File: config.mk
export PLATFORM = sky130hd
export DESIGN_NAME = pipe_stage_reg
export DESIGN_NICKNAME = d
export VERILOG_FILES = /design/src/rtl/pipe_stage_reg.sv
export SDC_FILE = /design/constraint.sdc
export NUM_CORES = 1
export LEC_CHECK = 0
export BUFFER_PORTS_ARGS = -buffer_cell sky130_fd_sc_hd__buf_2
export CAP_MARGIN = 10
export CELL_PAD_IN_SITES_DETAIL_PLACEMENT = 0
export CELL_PAD_IN_SITES_GLOBAL_PLACEMENT = 1
export CORE_ASPECT_RATIO = 0.6
export CORE_UTILIZATION = 30
export DETAILED_ROUTE_END_ITERATION = 10
export GPL_TIMING_DRIVEN = 0
export PLACE_DENSITY = 0.7
export SETUP_SLACK_MARGIN = 0.05
export SLEW_MARGIN = 20
export SYNTH_ARGS = -nofsm -noshare
export SYNTH_HDL_FRONTEND = slang
export SYNTH_SLANG_ARGS = --single-unit
File: constraint.sdc
create_clock -name clk -period 1.9 [get_ports clk]
set_clock_uncertainty 0.15 [all_clocks]
set_input_delay 0.19 -clock clk [delete_from_list [all_inputs] [get_ports clk]]
set_output_delay 0.19 -clock clk [all_outputs]
set_load 0.01 [all_outputs]
File: src/rtl/pipe_stage_reg.sv
// Generic inter-stage pipeline register with pass/hold/bubble/flush
// and saturating bubble/stall counters for pipeline debug.
module pipe_stage_reg #(
  parameter int unsigned        DATA_W     = 32,
  parameter int unsigned        STALL_W    = 6,
  parameter int unsigned        STAGE      = 2,
  parameter logic [DATA_W-1:0]  BUBBLE_VAL = '0,
  parameter int unsigned        CNT_W      = 16
) (
  input  logic               clk,
  input  logic               rst,
  input  logic [STALL_W-1:0] stall,
  input  logic               flush,
  input  logic               valid_i,
  input  logic [DATA_W-1:0]  data_i,
  input  logic               cnt_clr,
  output logic               valid_o,
  output logic [DATA_W-1:0]  data_o,
  output logic               held_o,
  output logic [CNT_W-1:0]   bubble_cnt_o,
  output logic [CNT_W-1:0]   stall_cnt_o
);

  typedef enum logic [1:0] {
    OP_PASS,
    OP_BUBBLE,
    OP_HOLD,
    OP_FLUSH
  } op_e;

  op_e  op;
  logic up;
  logic dn;
  logic stall_unused;

  assign up = stall[STAGE];
  assign dn = stall[STAGE+1];

  // Only our two neighbouring stall bits matter.
  assign stall_unused = ^stall;

  // Decode this edge's action; flush wins over every stall state.
  always_comb begin
    op = OP_PASS;
    unique case (1'b1)
      flush:               op = OP_FLUSH;
      !flush && up && !dn: op = OP_BUBBLE;
      !flush && up && dn:  op = OP_HOLD;
      !flush && !up:       op = OP_PASS;
      default:             op = OP_PASS;
    endcase
  end

  // Payload, valid and hold-indicator register.
  always_ff @(posedge clk or posedge rst) begin
    if (rst) begin
      valid_o <= 1'b0;
      data_o  <= BUBBLE_VAL;
      held_o  <= 1'b0;
    end else begin
      case (op)
        OP_FLUSH, OP_BUBBLE: begin
          valid_o <= 1'b0;
          data_o  <= BUBBLE_VAL;
          held_o  <= 1'b0;
        end
        OP_HOLD: begin
          held_o  <= 1'b1;
        end
        default: begin
          valid_o <= valid_i;
          data_o  <= data_i;
          held_o  <= 1'b0;
        end
      endcase
    end
  end

  // Saturating counters; clear beats increment, flush leaves them.
  always_ff @(posedge clk or posedge rst) begin
    if (rst) begin
      bubble_cnt_o <= '0;
      stall_cnt_o  <= '0;
    end else if (cnt_clr) begin
      bubble_cnt_o <= '0;
      stall_cnt_o  <= '0;
    end else begin
      if (op == OP_BUBBLE && bubble_cnt_o != '1)
        bubble_cnt_o <= bubble_cnt_o + CNT_W'(1);
      if (op == OP_HOLD && stall_cnt_o != '1)
        stall_cnt_o <= stall_cnt_o + CNT_W'(1);
    end
  end

endmodule

## Yosys cells after proc, flatten, opt, wreduce, memory -nomap -nowiden

Index checks and enable logic that the tools add are counted.
Widths: inputs -> output; s select.

- Word-level logic and storage cells: 30
- Flip-flop bits (word level): 66
- Output and inout port bits: 66
- Input bits: 43

- Add/subtract/negate cells: 2
- Reduce and logical (&&, ||, !) cells: 10
- Muxes and demuxes: 8
- Equality and inequality tests: 5

Operator list:

| kind | number |
|---|---|
| $mux 16 | 4 |
| $pmux 32 s2 | 1 |
| $add 16x1->16 const B | 2 |
| $ne 16x16->1 const B | 2 |
| $pmux 2 s3 | 1 |
| $logic_and 1x1->1 | 5 |
| $eq 2x2->1 const B | 2 |
| $reduce_bool 2->1 | 2 |
| $eq 2x1->1 const B | 1 |
| $logic_not 1->1 | 2 |
| $pmux 1 s2 | 1 |
| $reduce_or 2->1 | 1 |
| $mux 1 | 1 |

## Logic depth before layout (Yosys ltp)

Gate-level depths: netlist (run 1).

- Word-level depth: 8
- Mapped depth: 6
- Mapped depth without buffers: 5

## Worst setup path before layout (run 1)

OpenSTA, ideal clock, no wires.

- Path kind: register to register
- Start point: reg stall_cnt_o[0]
- End point: reg stall_cnt_o[0]
- Arrival time: 1.852 ns
- Clock period less this slack: 2.141 ns
- Path buffers: 0
- Required time: 1.611 ns
- Stages on the path, launching flop included: 6
- Setup time: 0.139 ns
- Setup slack: -0.241 ns
- Cell sequence: dfrtp_1 -> ha_1 -> nand2_1 -> nor4_2 -> nor4_1 -> or4_1

- Word-level cells in the longest chain between the ends: 3
- Elaborated cells on any way between the ends: 6
- Classes of those cells: add/sub (1); eq/ne (1); mux (2); reduce/logical (2)

Ends and longest elaborated chain:

| element | line | RTL |
|---|---|---|
| start, declared | 21 | `output logic [CNT_W-1:0] stall_cnt_o` |
| start signal, assigned | 91 | `stall_cnt_o <= stall_cnt_o + CNT_W'(1);` |
| $add 16x1->16 / $ne 16x16->1 (equally long branches) | 91, 90 |  |
| $mux 16 / $logic_and 1x1->1 (equally long branches) | 90 | `if (op == OP_HOLD && stall_cnt_o != '1)` |
| $mux 16 / $reduce_bool 2->1 (equally long branches) | - |  |

Several ways; a longest one is shown, not always the timed one. The select of a mux whose other input is x is not followed.
A chain may end at the register's enable or synchronous reset.

## Worst setup path in the final report (run 1)

- Start point: reg bubble_cnt_o[0]
- End point: reg bubble_cnt_o[12]

- Word-level cells in the longest chain between the ends: 3
- Elaborated cells on any way between the ends: 6
- Classes of those cells: add/sub (1); eq/ne (1); mux (2); reduce/logical (2)

Ends and longest elaborated chain:

| element | line | RTL |
|---|---|---|
| start, declared | 20 | `output logic [CNT_W-1:0] bubble_cnt_o,` |
| start signal, assigned | 89 | `bubble_cnt_o <= bubble_cnt_o + CNT_W'(1);` |
| $add 16x1->16 / $ne 16x16->1 (equally long branches) | 89, 88 |  |
| $mux 16 / $logic_and 1x1->1 (equally long branches) | 88 | `if (op == OP_BUBBLE && bubble_cnt_o != '1)` |
| $mux 16 / $reduce_bool 2->1 (equally long branches) | - |  |

Several ways; a longest one is shown, not always the timed one. The select of a mux whose other input is x is not followed.

==> results of run 1 <==
==> registers in the layout, indices dropped and copies added, names as in the netlist <==
| register | count |
|---|---|
| stall_cnt_o | 16 |
| data_o | 32 |
| bubble_cnt_o | 16 |
| valid_o | 1 |
| held_o | 1 |
==> cell families after synthesis <==
group	after synthesis
compound gates	82
simple gates	110
mux	5
fa+ha+maj	2
flops	66
buf+inv	19
==> timing repair <==
item / CTS / global route
gates cloned: 0 / 1
endpoints found under the setup margin: 37 / 42
resized for setup: 29 / 39
setup buffers: 23 / 12
hold endpoints to repair: 47 / 0
pin swaps: 10 / 17
hold buffers: 34 / 0
==> final cells by class <==
type                       instances  area, um^2
timing repair buffer             175        1180
inverter                           6        26.3
clock buffer                      11         253
fill                             855        4470
sequential                        66        1670
multi-input combinational        199        1570
tap                              130         163
buffer                            12        53.8
clock inverter                     5         100
==> worst max-delay path, stage by stage, from the launching register on <==
cell and delay [ns]:
dfrtp_1 0.40, ha_4 0.18, nand2_4 0.06, or4_4 0.50
or4_4 0.42, a21oi_2 0.14
==> synth_stat cells (3+ instances only) <==
cell type  number
nor4_1         13
and3_1          6
nor2b_1         5
a22o_1         33
dfrtp_1        66
mux2i_1         3
nor3_1          6
o21ai_0         8
clkbuf_1       10
o31ai_1         7
nor2_1         14
or3_1           6
buf_1           3
inv_1           6
a21oi_1        18
nand3_1        14
a211oi_1        5
or4_1           9
or2_2           3
nand4_1        11
nand2_1        15
==> power by group through the flow <==
stage,registers [mW],clock network (mW),logic (mW)
floorplan,1.51,0,0.0947
global placement,1.49,0,0.226
detailed placement,1.49,0,0.242
CTS,1.47,2.00,0.306
global route,1.47,2.09,0.341
finish,1.47,1.96,0.308
==> final timing paths <==
check / slack [ns] / endpoint / depth (start not counted)
min in group asynchronous: 0.26 / data_o[17]$_DFFE_PP0N_ / 3
worst min-delay path: 0.13 / bubble_cnt_o[2]$_DFFE_PP0P_ / 4
worst max-delay path: -0.03 / bubble_cnt_o[12]$_DFFE_PP0P_ / 5
worst min register to register: 0.35 / data_o[8]$_DFFE_PP0N_ / 1
max in group asynchronous: 0.83 / bubble_cnt_o[3]$_DFFE_PP0P_ / 4
worst max register to register: -0.03 / bubble_cnt_o[12]$_DFFE_PP0P_ / 5
==> layer usage <==
metal	GRT usage, %	vias up	wire length, um
met5	0	-	0
met3	6.48	4	582
met1	27.2	1548	4910
met2	28.3	102	4410
met4	4.07	0	27
li1	-	1482	-
==> out/metrics.csv, run 1 <==
metric,value,unit
place_ws,-0.364,ns
synthDistinctLibCells,37,
drc,0,
grt_pass1_vias,3054,
dp_hpwl,6260,um
yosys.area.top_type,dfrtp_1,
initial_core_util,31.9,%
synth_area,3030,um^2
grt_pass1_wl,15600,um
critPathKind,flip-flop to flip-flop,
crit_path_max_fanout,4,
synth_top_cell_area_share,54.6,%
drtPass1Iterations,4,
portBuffers,104,
maxSlewViolCount,0,
gp_congestion,0.793,
nNetsFinal,514,
ant_nets,0,
clk_latency,0.33,ns
r2r_start,bubble_cnt_o[0]$_DFFE_PP0P_,
endpoint_kind,flip-flop,
violations,setup timing,
clkTransAtPathRegs,0.06,ns
die_x,132,um
comb_power_share,8.2,%
period_share,102,%
rsz0062_at_grt,true,
dp_cells,520,
critical_path_required,2.01,ns
final_common_cell,buf_2,
root_buffer,clkbuf_16,
p_seq_share,39.3,%
drive_above_1_share,46.2,%
swShare,21.2,%
grt_max_degree,32,
p_switching,791,uW
wl_per_cell,16.4,um
p_leak,2.44,nW
groute.usage.overall,19.3,%
drt_iter0_markers,207,
max_freq,518,MHz
p_int,2.95,mW
cts_tree,done,
ctsHtreeMaxLevel,3,
vias_per_cell,5.19,
ys_top_cells_by_area,"dfrtp_1 (55%), a22o_1 (9.6%), a21oi_1 (3.0%)",
layoutNonFillerInstCount,604,
fin_area,5020,um^2
drv_cap,0,
ys_ff_latch,66,
status,"finished, violations left",
synth_nets,329,
hold_path.class,input port to flip-flop,
period_needed,1.93,ns
clk_path_buf_depth,2,
tightestPinTransition,0.659,ns
synthMuxAreaShare,1.74,%
synth_xor_area_share,0,%
hold_slack,0.128,ns
post_dp_cell_area,3800,um^2
relSlewSlack,56.1,%
synthCells,284,
power,3.74,mW
clkPwrFrac,52.4,%
die_area,10500,um^2
powerDensity,745,nW/um^2
synth-edff-count,0,
ir_drop,0.426,mV
antenna_found_initial,0,
setup_viol,2,
min-delay-start,stall[3],
yosysWarnings,0,
synth-simple-area-share,20.6,%
numCtsBuffers,9,
ys.flop_type,dfrtp_1,
antenna_cells,0,
grt.overflow.total,0,
fin_ws,-0.0305,ns
area_growth_syn_to_layout,66.0,%
setup-tns-final,-0.0365,ns
wl,9920,um
boundaryPins,109,
worstPathArrival,2.04,ns
most-common-layout-cells,"buf_2 (105), dfrtp_1 (49), dlygate4sd3_1 (34)",
cts_sinks,66,
async_flop_share,100,%
seq_area_frac_synth,54.6,%
rows,27,
die_y,79.8,um
syn_avg_cell_area,10.7,um^2
cp-startpoint,bubble_cnt_o[0]$_DFFE_PP0P_,
vias,3136,
synth_top_family_by_area,simple AND/OR/NAND/NOR gates,
cp-start-kind,flip-flop,
final_hold_viol_count,0,
post-route-util,52.9,%
synth_compound_area_share,19.9,%
synth_fa_ha_area_share,0.827,%
fp.coreArea,9490,um^2
(Power assumes the default switching activity.)
==> run 2, diff against run 1 <==
--- a/config.mk
+++ b/config.mk
@@ -10,11 +10,12 @@
 export CELL_PAD_IN_SITES_DETAIL_PLACEMENT = 0
 export CELL_PAD_IN_SITES_GLOBAL_PLACEMENT = 1
 export CORE_ASPECT_RATIO = 0.6
-export CORE_UTILIZATION = 30
+export CORE_UTILIZATION = 34
 export DETAILED_ROUTE_END_ITERATION = 10
 export GPL_TIMING_DRIVEN = 0
-export PLACE_DENSITY = 0.7
+export PLACE_DENSITY = 0.77
 export SETUP_SLACK_MARGIN = 0.05
+export SKIP_CTS_REPAIR_TIMING = 1
 export SLEW_MARGIN = 20
 export SYNTH_ARGS = -nofsm -noshare
 export SYNTH_HDL_FRONTEND = slang
==> run 2 against run 1 <==
Against the previous run: the run still ends with setup timing left; core utilization up 3.9 points; wire length down 5.8%; worst setup slack worse by 0.083 ns; register-to-register slack worse by 0.08 ns; power down 7.0%; first-iteration DRC count down 25%; highest routed layer unchanged; final cell count down 3.6%; sequential share of layout area up 1.1 points; via count down 0.35%; sequential cell count unchanged; clock power down 13%; hold slack worse by 0.020 ns.
==> out/metrics.csv, run 2 (synthesized netlist as in run 1, its figures left out) <==
metric,value,unit
status,"finished, violations left",
violations,setup timing,
dp_cells,502,
p_int,2.72,mW
area_growth_syn_to_layout,60.6,%
numCtsBuffers,9,
max_freq,497,MHz
maxSlewViolCount,0,
fin_ws,-0.113,ns
worstPathArrival,2.11,ns
rows,26,
p_seq_share,42.3,%
post-route-util,56.8,%
gp_congestion,0.819,
die_y,75.1,um
period_needed,2.01,ns
period_share,106,%
nNetsFinal,510,
wl_met2,4280,um
clk_path_buf_depth,2,
largest_reg_flops,32,
critPathKind,flip-flop to flip-flop,
most-common-layout-cells,"buf_2 (104), dfrtp_1 (50), dlygate4sd3_1 (34)",
ir_drop,0.409,mV
place_ws,-0.353,ns
final_common_cell,buf_2,
powerDensity,716,nW/um^2
boundaryPins,109,
fp.coreArea,8560,um^2
final_hold_viol_count,0,
setup_viol,7,
wl_met3,561,um
critical_path_required,2.00,ns
ant_nets,0,
p_leak,2.41,nW
wl_per_cell,16.1,um
wl,9350,um
cts_tree,done,
drive_above_1_share,43.0,%
relSlewSlack,61.0,%
swShare,21.7,%
antenna_cells,0,
setup-tns-final,-0.282,ns
rsz0062_at_grt,true,
drtPass1Iterations,6,
cts_sinks,66,
drv_cap,0,
vias_per_cell,5.37,
crit_path_max_fanout,5,
cp-start-kind,flip-flop,
grt.overflow.total,0,
grt_pass1_vias,2529,
drt_iter0_markers,156,
tightestPinTransition,0.584,ns
endpoint_kind,flip-flop,
portBuffers,104,
die_x,124,um
ctsHtreeMaxLevel,3,
grt_pass1_wl,13000,um
drc,0,
antenna_found_initial,0,
p_switching,756,uW
met1_length,4440,um
vias,3125,
clkTransAtPathRegs,0.05,ns
clkPwrFrac,48.9,%
reg_top3,"data_o: 32 flops, bubble_cnt_o: 16 flops, stall_cnt_o: 16 flops",
comb_power_share,8.8,%
grt_max_degree,29,
root_buffer,clkbuf_16,
top_layer,met4,
die_area,9290,um^2
power,3.48,mW
clk_latency,0.33,ns
layoutNonFillerInstCount,582,
dp_hpwl,6070,um
initial_core_util,35.4,%
largest_register,data_o,
hold_path.class,input port to flip-flop,
groute.usage.overall,18.6,%
run 2: worst paths after layout:
kind                                                   from                           end  slack [ns]  cells after the start
worst max-delay path            bubble_cnt_o[0]$_DFFE_PP0P_  bubble_cnt_o[12]$_DFFE_PP0P_       -0.11                      6
worst min-delay path                               stall[3]   bubble_cnt_o[2]$_DFFE_PP0P_        0.11                      4
worst max register to register  bubble_cnt_o[0]$_DFFE_PP0P_  bubble_cnt_o[12]$_DFFE_PP0P_       -0.11                      6
worst min register to register       data_o[14]$_DFFE_PP0N_        data_o[14]$_DFFE_PP0N_        0.35                      1
max in group asynchronous                               rst   bubble_cnt_o[5]$_DFFE_PP0P_        0.70                      5
min in group asynchronous                               rst    stall_cnt_o[9]$_DFFE_PP0P_        0.23                      3
run 2: metrics by stage:
stage	hold slack, ns	area, um^2
detailed placement	0.0372	3770
global placement	0.256	3720
floorplan	0.173	3060
finish	0.108	4860
CTS	-0.317	4080
global route	0.127	4860
run 2: critical path, cell delays in order, from the launching register on:
cell	delay, ns
dfrtp_2	0.41
ha_4	0.17
nand2_4	0.05
or4_4	0.48
buf_6	0.13
or4_1	0.38
a21oi_1	0.15
run 2: final cells by class:
type | count | area [um^2]
plain buffers | 13 | 60.1
clock buffers | 14 | 274
clock inverters | 2 | 35.0
fillers | 756 | 3700
inverters | 6 | 26.3
multi-input cells | 199 | 1520
flip-flops and latches | 66 | 1670
well taps | 112 | 140
repair buffers | 170 | 1140
run 2: per-layer routing:
layer  vias up  GRT usage [%]
met5         -              0
met4         0           4.55
met3         6           6.82
met2       126           25.8
met1      1522           27.2
li1       1471              -
run 2: power groups by stage:
stage	combinational [mW]	sequential, mW	clock, mW
2_1_floorplan	0.0947	1.51	0
3_3_place_gp	0.224	1.49	0
3_5_place_dp	0.238	1.49	0
4_1_cts	0.238	1.47	1.75
5_1_grt	0.340	1.47	1.83
6_report	0.305	1.47	1.70
==> run 3, diff against run 2 <==
--- a/config.mk
+++ b/config.mk
@@ -13,7 +13,7 @@
 export CORE_UTILIZATION = 34
 export DETAILED_ROUTE_END_ITERATION = 10
 export GPL_TIMING_DRIVEN = 0
-export PLACE_DENSITY = 0.77
+export PLACE_DENSITY = 0.83
 export SETUP_SLACK_MARGIN = 0.05
 export SKIP_CTS_REPAIR_TIMING = 1
 export SLEW_MARGIN = 20
==> run 3 against run 2 <==
Against the previous run: the flow still finishes with violations (setup timing); cell area grew 3.6%; sequential cell count is the same; combinational power is essentially flat; final cell count grew 2.2%; first-iteration DRC count grew 38%; via count grew 1.4%; largest power group unchanged; global-route usage shrank 0.31 points; die area is the same; wire length grew 2.5%; count of clock-buffer cells in the layout shrank 4; highest routed layer unchanged.
==> out/metrics.csv, run 3 (synthesized netlist as in run 1, its figures left out) <==
metric,value,unit
ant_nets,0,
clkPwrFrac,48.7,%
drc,0,
gp_congestion,0.827,
antenna_found_initial,0,
vias_per_cell,5.32,
layoutNonFillerInstCount,595,
root_buffer,clkbuf_16,
period_share,114,%
endpoint_kind,flip-flop,
crit_buf_inv,1,
worstPathArrival,2.27,ns
setup_viol,4,
drv_cap,0,
drtPass1Iterations,4,
critical_path_required,2.01,ns
dp_hpwl,5860,um
status,"finished, violations left",
critPathKind,flip-flop to flip-flop,
cpPeakStageDelay,0.59,ns
die_area,9290,um^2
portBuffers,104,
cp-start-kind,flip-flop,
rsz0062_at_grt,true,
ctsHtreeMaxLevel,3,
rows,26,
grt.overflow.total,0,
nNetsFinal,523,
powerDensity,687,nW/um^2
numCtsBuffers,9,
tightestPinTransition,0.630,ns
maxSlewViolCount,0,
groute.usage.overall,18.3,%
antenna_cells,0,
comb_power_share,8.7,%
p_leak,2.45,nW
setup-tns-final,-0.728,ns
initial_core_util,35.4,%
drt_iter0_markers,215,
clk_latency,0.33,ns
fp.coreArea,8560,um^2
most-common-layout-cells,"buf_2 (106), dfrtp_1 (49), buf_4 (40)",
hold_path.class,input port to flip-flop,
ir_drop,0.376,mV
reg_top3,"data_o: 32 flops, bubble_cnt_o: 16 flops, stall_cnt_o: 16 flops",
final_hold_viol_count,0,
clk_path_buf_depth,2,
fill_cells,728,
largest_reg_flops,32,
boundaryPins,109,
p_seq_share,42.6,%
period_needed,2.16,ns
die_x,124,um
wl_per_cell,16.1,um
grt_pass1_wl,12800,um
fin_ws,-0.263,ns
p_switching,810,uW
place_ws,-0.328,ns
relSlewSlack,58.0,%
grt_max_degree,30,
final_common_cell,buf_2,
worst_path_max_delay_cell,or4_1,
cts_tree,done,
max_freq,462,MHz
path_cells,nand4_1 > or4_1 > buf_6 > or4_4 > a21oi_2,
dp_cells,502,
crit_path_max_fanout,5,
swShare,23.4,%
grt_pass1_vias,2482,
drive_above_1_share,48.2,%
largest_register,data_o,
p_int,2.65,mW
die_y,75.1,um
vias,3168,
violations,setup timing,
area_growth_syn_to_layout,66.4,%
clkTransAtPathRegs,0.06,ns
cts_sinks,66,
wl,9580,um
critPathTopFamily,simple AND/OR/NAND/NOR gates,
run 3: cell count changes in the layout (fill, tap and decap cells not counted), moves of 2 or more:
cell / change
clkbuf_8: -2
buf_2: +2
nor2_1: -3
o31ai_1: -3
nor3_2: +2
o21ai_0: -3
o21ai_2: +2
clkinvlp_4: +3
clkbuf_1: -2
buf_4: +13
nor2_2: +2
nor3_1: -2
nand3_4: +2
o31ai_2: +2
run 3: path summary, 6_finish.rpt:
| kind | slack, ns | to | depth (start not counted) | startpoint |
|---|---|---|---|---|
| max in group asynchronous | 0.71 | data_o[2]$_DFFE_PP0N_ | 5 | rst |
| hold / removal | 0.13 | bubble_cnt_o[2]$_DFFE_PP0P_ | 4 | stall[3] |
| min in group asynchronous | 0.23 | stall_cnt_o[9]$_DFFE_PP0P_ | 3 | rst |
| setup reg to reg | -0.26 | bubble_cnt_o[12]$_DFFE_PP0P_ | 5 | bubble_cnt_o[6]$_DFFE_PP0P_ |
| setup / recovery | -0.26 | bubble_cnt_o[12]$_DFFE_PP0P_ | 5 | bubble_cnt_o[6]$_DFFE_PP0P_ |
| hold reg to reg | 0.35 | data_o[0]$_DFFE_PP0N_ | 1 | data_o[0]$_DFFE_PP0N_ |
run 3: final cells by class:
type	count	area (um^2)	area share, %
tap	112	140	2.78
buffer	13	61.3	1.22
clock buffer	10	239	4.75
clock inverter	6	66.3	1.32
timing repair buffer	183	1230	24.5
inverter	6	26.3	0.522
sequential	66	1670	33.2
multi-input combinational	199	1590	31.7
run 3: stage by stage:
stage | power (mW) | cell area [um^2] | hold WS, ns | utilization, %
6_report | 3.46 | 5030 | 0.132 | 58.8
4_1_cts | 3.43 | 4080 | -0.321 | 47.6
2_1_floorplan | 1.61 | 3060 | 0.173 | -
5_1_grt | 3.59 | 5030 | 0.152 | 58.8
3_5_place_dp | 1.73 | 3770 | 0.0392 | 44.1
3_3_place_gp | 1.71 | 3720 | 0.257 | 43.5
run 3: power by group through the flow:
stage          sequential (mW)  clock, mW  combinational, mW
6_report                  1.47       1.69              0.302
5_1_grt                   1.48       1.78              0.334
4_1_cts                   1.47       1.72              0.237
3_5_place_dp              1.49          0              0.237
3_3_place_gp              1.49          0              0.222
2_1_floorplan             1.51          0             0.0947
run 3: tightest hold or removal path: stages:
cell,delay [ns]
buf_2,0.10
nor3b_2,0.06
a21oi_1,0.15
nor3_1,0.05
run 3: per-layer routing:
metal	part of all wire, %	up-vias	wire length [um]	track usage, %
met3	6.7	10	638	5.83
met5	0	-	0	0
met1	48	1530	4590	27.4
met4	1.1	0	104	7.36
met2	44	123	4250	24.0
li1	-	1505	-	-
